[config.mk]
export PLATFORM = sky130hd
export DESIGN_NAME = alu_issue_ctrl_flat
export DESIGN_NICKNAME = d
export VERILOG_FILES = /design/src/rtl/alu_issue_ctrl_if.sv /design/src/rtl/alu_issue_ctrl.sv /design/src/flat_wrapper.sv
export SDC_FILE = /design/constraint.sdc
export NUM_CORES = 1
export LEC_CHECK = 0
export BUFFER_PORTS_ARGS = -buffer_cell sky130_fd_sc_hd__buf_2
export CAP_MARGIN = 20
export CORE_MARGIN = 2
export CORE_UTILIZATION = 55
export CTS_BUF_LIST = sky130_fd_sc_hd__clkbuf_16
export CTS_CLUSTER_SIZE = 8
export DETAILED_ROUTE_END_ITERATION = 8
export GPL_TIMING_DRIVEN = 0
export PLACE_DENSITY = 0.76
export SLEW_MARGIN = 25
export SYNTH_ARGS = -nofsm -noshare
export SYNTH_HDL_FRONTEND = slang
export SYNTH_SLANG_ARGS = --single-unit
[constraint.sdc]
create_clock -name Clk -period 6.18 [get_ports Clk]
set_input_delay 1.236 -clock Clk [delete_from_list [all_inputs] [get_ports Clk]]
set_output_delay 1.236 -clock Clk [all_outputs]
set_load 0.005 [all_outputs]
[src/rtl/alu_issue_ctrl_if.sv]
// Request channel into the ALU issue stage:
// operands plus ALU function on a valid/ready handshake.
interface alu_issue_ctrl_if #(
   parameter int WIDTH = 16
);
   logic             In_Valid;
   logic             In_Ready;
   logic [WIDTH-1:0] In_A;
   logic [WIDTH-1:0] In_B;
   logic [3:0]       In_FUN;

   modport master (
      output In_Valid,
      output In_A,
      output In_B,
      output In_FUN,
      input  In_Ready
   );

   modport slave (
      input  In_Valid,
      input  In_A,
      input  In_B,
      input  In_FUN,
      output In_Ready
   );
endinterface

[src/rtl/alu_issue_ctrl.sv]
// ALU issue stage: buffers requests in a FIFO and issues one per
// cycle as registered operands plus a one-hot unit enable.
module alu_issue_ctrl #(
   parameter int WIDTH = 16,
   parameter int DEPTH = 4
) (
   input  logic                   Clk,
   input  logic                   RST,
   alu_issue_ctrl_if.slave        req,
   input  logic                   Stall,
   output logic [WIDTH-1:0]       Out_A,
   output logic [WIDTH-1:0]       Out_B,
   output logic [1:0]             Unit_FUN,
   output logic                   Arith_Enable,
   output logic                   Logic_Enable,
   output logic                   CMP_Enable,
   output logic                   SHIFT_Enable,
   output logic                   Full,
   output logic                   Empty,
   output logic [$clog2(DEPTH):0] Level,
   output logic [7:0]             Issue_Count
);
   localparam int AW = $clog2(DEPTH);
   localparam int LW = AW + 1;

   typedef struct packed {
      logic [WIDTH-1:0] a;
      logic [WIDTH-1:0] b;
      logic [3:0]       fun;
   } entry_t;

   entry_t          mem [DEPTH];
   entry_t          head;
   logic [AW-1:0]   wptr;
   logic [AW-1:0]   rptr;
   logic            push;
   logic            pop;
   logic [3:0]      en_nxt;
   logic [3:0]      en_q;

   // Ready comes from registered occupancy only, never from Stall.
   assign Full         = (Level == LW'(DEPTH));
   assign Empty        = (Level == '0);
   assign req.In_Ready = !Full;

   assign push = req.In_Valid && !Full;
   assign pop  = !Empty && !Stall;
   assign head = mem[rptr];

   always_comb begin
      en_nxt = 4'b0000;
      if (pop) begin
         unique case (head.fun[3:2])
            2'b00:   en_nxt = 4'b0001;
            2'b01:   en_nxt = 4'b0010;
            2'b10:   en_nxt = 4'b0100;
            default: en_nxt = 4'b1000;
         endcase
      end
   end

   always_ff @(posedge Clk) begin
      if (push) begin
         mem[wptr] <= '{a: req.In_A, b: req.In_B, fun: req.In_FUN};
      end
   end

   always_ff @(posedge Clk) begin
      if (RST) begin
         wptr  <= '0;
         rptr  <= '0;
         Level <= '0;
      end else begin
         if (push) wptr <= wptr + AW'(1);
         if (pop)  rptr <= rptr + AW'(1);
         unique case ({push, pop})
            2'b10:   Level <= Level + LW'(1);
            2'b01:   Level <= Level - LW'(1);
            default: Level <= Level;
         endcase
      end
   end

   always_ff @(posedge Clk) begin
      if (RST) begin
         Out_A       <= '0;
         Out_B       <= '0;
         Unit_FUN    <= '0;
         en_q        <= '0;
         Issue_Count <= '0;
      end else begin
         en_q <= en_nxt;
         if (pop) begin
            Out_A       <= head.a;
            Out_B       <= head.b;
            Unit_FUN    <= head.fun[1:0];
            Issue_Count <= Issue_Count + 8'd1;
         end
      end
   end

   assign Arith_Enable = en_q[0];
   assign Logic_Enable = en_q[1];
   assign CMP_Enable   = en_q[2];
   assign SHIFT_Enable = en_q[3];
endmodule

[src/flat_wrapper.sv]
// flat-port wrapper written by rule: the top's interface ports become plain ports
module alu_issue_ctrl_flat 
#(
   parameter int WIDTH = 16,
   parameter int DEPTH = 4
)
  (Clk, RST, Stall, Out_A, Out_B, Unit_FUN, Arith_Enable, Logic_Enable, CMP_Enable, SHIFT_Enable, Full, Empty, Level, Issue_Count, req_In_Valid, req_In_A, req_In_B, req_In_FUN, req_In_Ready);
  alu_issue_ctrl_if #(.WIDTH(WIDTH)) req_i ();
  input  logic Clk;
  input  logic RST;
  input  logic Stall;
  output logic [WIDTH-1:0] Out_A;
  output logic [WIDTH-1:0] Out_B;
  output logic [1:0] Unit_FUN;
  output logic Arith_Enable;
  output logic Logic_Enable;
  output logic CMP_Enable;
  output logic SHIFT_Enable;
  output logic Full;
  output logic Empty;
  output logic [$clog2(DEPTH):0] Level;
  output logic [7:0] Issue_Count;
  input wire logic [$bits(req_i.In_Valid)-1:0] req_In_Valid;
  input wire logic [$bits(req_i.In_A)-1:0] req_In_A;
  input wire logic [$bits(req_i.In_B)-1:0] req_In_B;
  input wire logic [$bits(req_i.In_FUN)-1:0] req_In_FUN;
  output wire logic [$bits(req_i.In_Ready)-1:0] req_In_Ready;
  assign req_i.In_Valid = req_In_Valid;
  assign req_i.In_A = req_In_A;
  assign req_i.In_B = req_In_B;
  assign req_i.In_FUN = req_In_FUN;
  assign req_In_Ready = req_i.In_Ready;
  alu_issue_ctrl #(.WIDTH(WIDTH), .DEPTH(DEPTH)) u_core (.Clk(Clk), .RST(RST), .req(req_i), .Stall(Stall), .Out_A(Out_A), .Out_B(Out_B), .Unit_FUN(Unit_FUN), .Arith_Enable(Arith_Enable), .Logic_Enable(Logic_Enable), .CMP_Enable(CMP_Enable), .SHIFT_Enable(SHIFT_Enable), .Full(Full), .Empty(Empty), .Level(Level), .Issue_Count(Issue_Count));
endmodule
==> results of run 1 <==
sequential cells by signal, summed over array words and instances, names as in the netlist, named ones only:
| register | cells |
|---|---|
| u_core.mem | 144 |
| u_core.Unit_FUN | 2 |
| u_core.wptr | 2 |
| u_core.Level | 3 |
| u_core.rptr | 2 |
| u_core.Out_A | 16 |
| u_core.Out_B | 16 |
| u_core.Issue_Count | 8 |
| u_core.en_q | 4 |
metrics by stage:
step | instances | instance area [um2]
floorplan | 374 | 7240
global placement | 636 | 7900
detailed placement | 640 | 7990
CTS | 672 | 8550
global route | 672 | 8550
finish | 672 | 8550
power by group through the flow:
stage / Sequential (mW) / Clock (mW) / Combinational (mW)
final: 1.66 / 1.04 / 0.658
after global routing: 1.68 / 1.12 / 0.725
after CTS: 1.66 / 1.06 / 0.677
after detailed placement: 1.69 / 0 / 0.675
after global placement: 1.69 / 0 / 0.646
after floorplan: 1.69 / 0 / 0.442
worst paths after layout:
| path | start | to | slack (ps) | cells past startpoint |
|---|---|---|---|---|
| worst max-delay path | u_core.Level[0] | Empty | 3280 | 5 |
| worst min-delay path | u_core.Out_B[7] | u_core.Out_B[7] | 470 | 1 |
| worst max register to register | u_core.Level[0] | u_core.Level[2] | 3710 | 9 |
| worst min register to register | u_core.Out_B[7] | u_core.Out_B[7] | 470 | 1 |
final cells by class:
class                           instances  area [um2]  share of cell area [%]
Clock buffer                           18         450                    5.27
Clock inverter                         14         110                    1.29
Timing Repair Buffer                   94         531                    6.21
Sequential cell                       199        5430                    63.5
Buffer                                 22         148                    1.73
Multi-Input combinational cell        143        1630                    19.0
Tap cell                              172         215                    2.52
Inverter                               10        42.5                   0.498
kinds of logic after synthesis:
group,count (synthesis),synth area share [%]
flops,199,75.0
compound gates,61,6.55
mux,37,11.4
simple gates,36,2.96
buf+inv,32,2.63
fa+ha+maj,7,1.31
xor+xnor,2,0.242
per-layer routing:
layer,vias up,part of all wire (%),track usage [%]
met3,13,6.1,6.37
met5,-,0.054,0
met2,108,52,32.1
met1,1921,41,24.4
li1,1738,-,-
met4,2,0.90,6.99
worst register-to-register path, stage by stage (launching register included):
cell	delay, ps
dfxtp_1	350
or3b_2	490
clkbuf_1	200
nand2_1	110
ha_1	190
inv_1	60
fa_1	380
xor2_1	160
or3_1	310
a21oi_1	150
cells in the mapped netlist (all sizes together):
master | count | share of area [%]
edfxtp | 144 | 60
dfxtp | 55 | 15
mux4 | 36 | 11
a22o | 34 | 4.1
buf | 14 | 1.6
a21oi | 13 | 1.1
inv | 9 | 0.47
clkbuf | 8 | 0.43
nor2 | 7 | 0.36
ha | 6 | 1.0
nand3 | 6 | 0.41
and3 | 5 | 0.43
o21ai | 4 | 0.28
o31ai | 4 | 0.41
or3 | 4 | 0.35
or4 | 4 | 0.41
a21o | 2 | 0.21
a311oi | 2 | 0.24
a31o | 2 | 0.24
and3b | 2 | 0.24
nand2 | 2 | 0.10
xor2 | 2 | 0.24
clkinv | 1 | 0.12
fa | 1 | 0.28
mux2 | 1 | 0.16
nand3b | 1 | 0.10
nor2b | 1 | 0.086
nor3 | 1 | 0.14
nor3b | 1 | 0.10
nor4 | 1 | 0.086
or3b | 1 | 0.12
==> summary.txt, run 1 <==
Routing
  • Avg WL per Cell: between 15 and 20 um
  • DR iter-0 viols: 383
  • DRC viols: 0
  • TritonRoute pass-1 iters: 4
  • Drt total wl: roughly 13,000 um
  • DR vias: 3,782
  • Avg Vias per Cell: 5.63
  • Post-DRT Antenna Nets: 0

Clocking
  • Cts repair resizes: 0
  • Worst skew pair latency: approximately 430 ps
  • Reg clk slew, reported paths: 70 ps
  • Num CTS Buffers: 17
  • Hold_buf cts: 0
  • H-Tree Depth: 4
  • Maximum root-to-sink buffer count: 2
  • CTS tree: built
  • Setup Buffers After CTS: 0
  • Root Buffer: clkbuf_16
  • CTS sink cnt: ~200

Pwr
  • Overall Power: about 3.4 mW
  • Power per standard cell area: 394 nW/um2
  • Sw power: 857 uW
  • Lkg Pwr: 3.12 nW
  • Gate power share: between 10% and 20%
  • Peak supply drop: 0.000211 V
  • Register share of total power: 49.5%
  • Int Power: 2.51 mW
  • Clock power frac: 31.0%
  • Switching share of total power: about a quarter

STA
  • Fmax: 345 MHz
  • Hold Worst Slack: 473 ps
  • Slew Limit Fails: 0
  • Max Clock Skew: 8.26 ps
  • Final TNS setup: 0 ps
  • Minimum clock period: 2900 ps
  • Setup violators final: 0
  • Period utilization: 46.9%
  • Relative slew slack: 56.4%
  • Final worst slack: 3280 ps
  • Final-report hold violation count: 0
  • Unrepaired setup endpoints after global routing: false
  • Worst Max-Slew Pin Slew: 653 ps

Place
  • # port buffers: 90
  • GP Congestion: roughly 0.76
  • Place WS: roughly 3000 ps
  • Placed wire-length estimate: 8140 um

Global routing
  • Initial antenna violation count: 1
  • First-pass GRT wire length: 20,300 um
  • Gr ovfl total: 0
  • Vias in the first global route: ~3,900
  • Total track usage: 19.5%
  • Largest net degree at the start of global routing: 24

Floorplan
  • Top Ports: 92
  • Initial Utilization: approximately 57%
  • Die area: 14,100 um2
  • Std cell rows: 41
  • Die W: between 100 and 150 um
  • Core Area: approximately 13,000 um2
  • Vert. Die Dim: about 120 um

Yosys
  • Syn nets: between 400 and 500
  • Synth unique cells: 36
  • Syn Area/Cell: 19.4 um2
  • Yosys warnings: 0
  • Mapped Cells: 374
  • Netlist Area Pre-Place: 7240 um2
  • Seq/Total Area, Yosys: 75.0%
  • Seq cells post-synth: 199

Cells and area
  • Commonest non-fill, non-tap cells in the layout: 144 x edfxtp_1, 93 x buf_2, 55 x dfxtp_1
  • Fillers: around 900
  • Leading cell type in the layout, fill and taps excluded: edfxtp_1
  • # diodes: 0
  • Nets: roughly 530
  • Layout cells sized above 1: 36.4%
  • Util after Layout: about two thirds
  • Syn-to-layout area delta: 18.1%

Run status
  • Outcome: completed

Setup path
  • Crit path buffers/inverters: 4
  • Slowest CP cell: or3_1
  • Top delay family on crit path: buffers and inverters
  • WP data arrival: approximately 1700 ps
  • Worst setup path category: flip-flop to output pin
  • Crit-path max cell delay: 390 ps
  • Crit start category: flip-flop
  • WP data required: 4940 ps
  • Crit path max fanout: 10
  • CP Capture Type: output pin
  • Crit-path cells: or3_1 -> buf_6 -> clkinv_4 -> buf_4 -> buf_2

Min path
  • Tightest Hold Check Type: flip-flop to flip-flop

Flow run
  • Max Cap Viol: 0
(Power assumes the default switching activity.)
==> run 2, diff against run 1 <==
Settings changed: CORE_UTILIZATION 55 to 51, PLACE_DENSITY 0.76 to 0.74.
Clock period 6.18 ns to 2.6 ns, I/O delays scaled along.
==> run 2 against run 1 <==
Net effect: first-iteration DRC count is 27% lower; combinational power up 140%; critical endpoint is now u_core.Level[2]; register-to-register slack lost 3600 ps; worst hold slack worse by 180 ps; die area grew 7.6%; highest routed layer unchanged; via count down 0.77%; final cell count grew 1.2%; flip-flop and latch count is the same; core utilization fell by 5.4 points; cell area rose by 0.38%; critical path depth rose by 4; clock power grew 140%.
==> summary.txt, run 2 (synthesis results as in run 1) <==
Run status
  • Outcome: completed

Setup path
  • FF-to-FF setup slack: 140 ps
  • Slowest CP cell: or3b_2
  • Top delay family on crit path: simple AND/OR/NAND/NOR gates
  • Crit path max fanout: 10
  • Reg2Reg Depth: 9
  • CP Capture Type: flip-flop
  • Crit path buffers/inverters: 2
  • Worst setup path category: flip-flop to flip-flop
  • Reg2reg start: u_core.Level[2]
  • WP data arrival: 2820 ps
  • Critical path depth in cells: 9
  • Reg-to-reg endpoint: u_core.Level[2]
  • Crit-path cells: or3b_2 -> clkbuf_1 -> nand2_1 -> ha_1 -> inv_1 -> fa_1 -> xor2_1 -> or3_1 -> a21oi_1
  • Crit start category: flip-flop
  • Crit-path max cell delay: 470 ps
  • WP data required: 2960 ps

Place
  • Dpl cells: approximately 650
  • Place WS: 134 ps
  • GP Congestion: slightly below 0.8
  • # port buffers: 90
  • Placed wire-length estimate: about 8400 um

Clocking
  • CTS tree: built
  • Hold_buf cts: 0
  • Setup Buffers After CTS: 0
  • CTS sink cnt: 199
  • Reg clk slew, reported paths: 70 ps
  • H-Tree Depth: 4
  • Worst skew pair latency: roughly 430 ps
  • Cts repair resizes: 0
  • Root Buffer: clkbuf_16
  • Num CTS Buffers: 17
  • Maximum root-to-sink buffer count: 2

Floorplan
  • Core Area: 13,900 um2
  • Top Ports: 92
  • Std cell rows: 43
  • Vert. Die Dim: 123 um
  • Initial Utilization: 52.1%
  • Die W: around 120 um
  • Die area: between 15,000 and 20,000 um2

STA
  • Max Clock Skew: between 8 and 9 ps
  • Fmax: just over 400 MHz
  • Setup violators final: 0
  • Worst Max-Slew Pin Slew: between 600 and 700 ps
  • Final worst slack: 142 ps
  • Final-report hold violation count: 0
  • Unrepaired setup endpoints after global routing: false
  • Period utilization: 94.5%
  • Slew Limit Fails: 0
  • Relative slew slack: 57.1%
  • Minimum clock period: 2460 ps

Routing
  • DR iter-0 viols: 279
  • DRC viols: 0
  • Drt total wl: 12,900 um
  • Avg Vias per Cell: 5.52
  • TritonRoute pass-1 iters: 7
  • DR vias: 3,753
  • Avg WL per Cell: 19.0 um
  • Post-DRT Antenna Nets: 0

Min path
  • Tightest Hold Check Type: primary input to flip-flop
  • Hold path start: req_In_B[13]
  • Hold Crit Endpoint: u_core.mem[2][17]
  • Hold Crit Depth: 1

Global routing
  • First-pass GRT wire length: ~20,000 um
  • Gr ovfl total: 0
  • Total track usage: 18.6%
  • Vias in the first global route: roughly 3,800
  • Largest net degree at the start of global routing: 24
  • Initial antenna violation count: 1

Cells and area
  • Util after Layout: 61.8%
  • Nets: 534
  • Commonest non-fill, non-tap cells in the layout: 144 x edfxtp_1, 93 x buf_2, 55 x dfxtp_1
  • Leading cell type in the layout, fill and taps excluded: edfxtp_1
  • Largest register FFs: 144
  • Largest Register: u_core.mem
  • # diodes: 0
  • Fillers: just over 1,000
  • Largest regs: u_core.mem: 144 flops, u_core.Out_A: 16 flops, u_core.Out_B: 16 flops
  • Layout cells sized above 1: 36.8%
  • Syn-to-layout area delta: 18.6%
  • Post-route insts no fill: 680

Flow run
  • Max Cap Viol: 0

Pwr
  • Peak supply drop: 0.000560 V
  • Lkg Pwr: ~3.1 nW
  • Power per standard cell area: about 940 nW/um2
==> run 2: cell count changes in the layout (fill, tap and decap cells not counted), sizes merged <==
cell | previous run | this run
inv | 15 | 10
clkinv | 6 | 11
clkinvlp | 2 | 1
bufinv | 1 | 2
==> run 2: layout make-up <==
type | instances | area (um2) | share of cell area, %
multi-input cells | 143 | 1630 | 19.0
plain buffers | 22 | 148 | 1.72
inverters | 10 | 42.5 | 0.496
repair buffers | 94 | 531 | 6.18
clock buffers | 18 | 450 | 5.25
clock inverters | 14 | 130 | 1.52
well taps | 180 | 225 | 2.62
flip-flops and latches | 199 | 5430 | 63.2
==> run 2: stage by stage <==
step	hold slack, ps	power [mW]	TNS, ps	area (um2)
final	297	8.07	0	8580
after global routing	283	8.46	0	8580
after CTS	282	8.17	0	8580
after detailed placement	461	5.63	0	8000
after global placement	457	5.55	-33850	7910
after floorplan	466	5.07	0	7240
==> run 2: worst max-delay path by stage <==
stage,startpoint,endpoint
5_1_grt,u_core.Level[2],u_core.Level[2]
3_3_place_gp,u_core.Level[0],u_core.mem[0][6]
6_report,u_core.Level[2],u_core.Level[2]
3_5_place_dp,u_core.Level[2],u_core.Level[2]
2_1_floorplan,u_core.Level[2],u_core.Level[2]
4_1_cts,u_core.Level[2],u_core.Level[2]
==> run 2: metal layers <==
metal	routed length, um	track usage, %	part of all wire, %
met5	12	0	0.093
met4	164	7.88	1.3
met3	833	6.18	6.5
met2	6750	30.8	52
met1	5160	22.5	40
==> run 2: worst reg2reg max path, stage by stage, from the launching register on <==
cell      delay [ps]
dfxtp_1          380
or3b_2           470
clkbuf_1         200
nand2_1          120
ha_1             190
inv_1             60
fa_1             370
xor2_1           150
or3_1            300
a21oi_1          150
==> run 2: power breakdown <==
group	internal, mW	leakage, nW	switching (mW)
sequential	3.80	1.77	0.159
clock	1.46	0.287	1.08
combinational	0.796	1.06	0.772
total	6.06	3.12	2.01
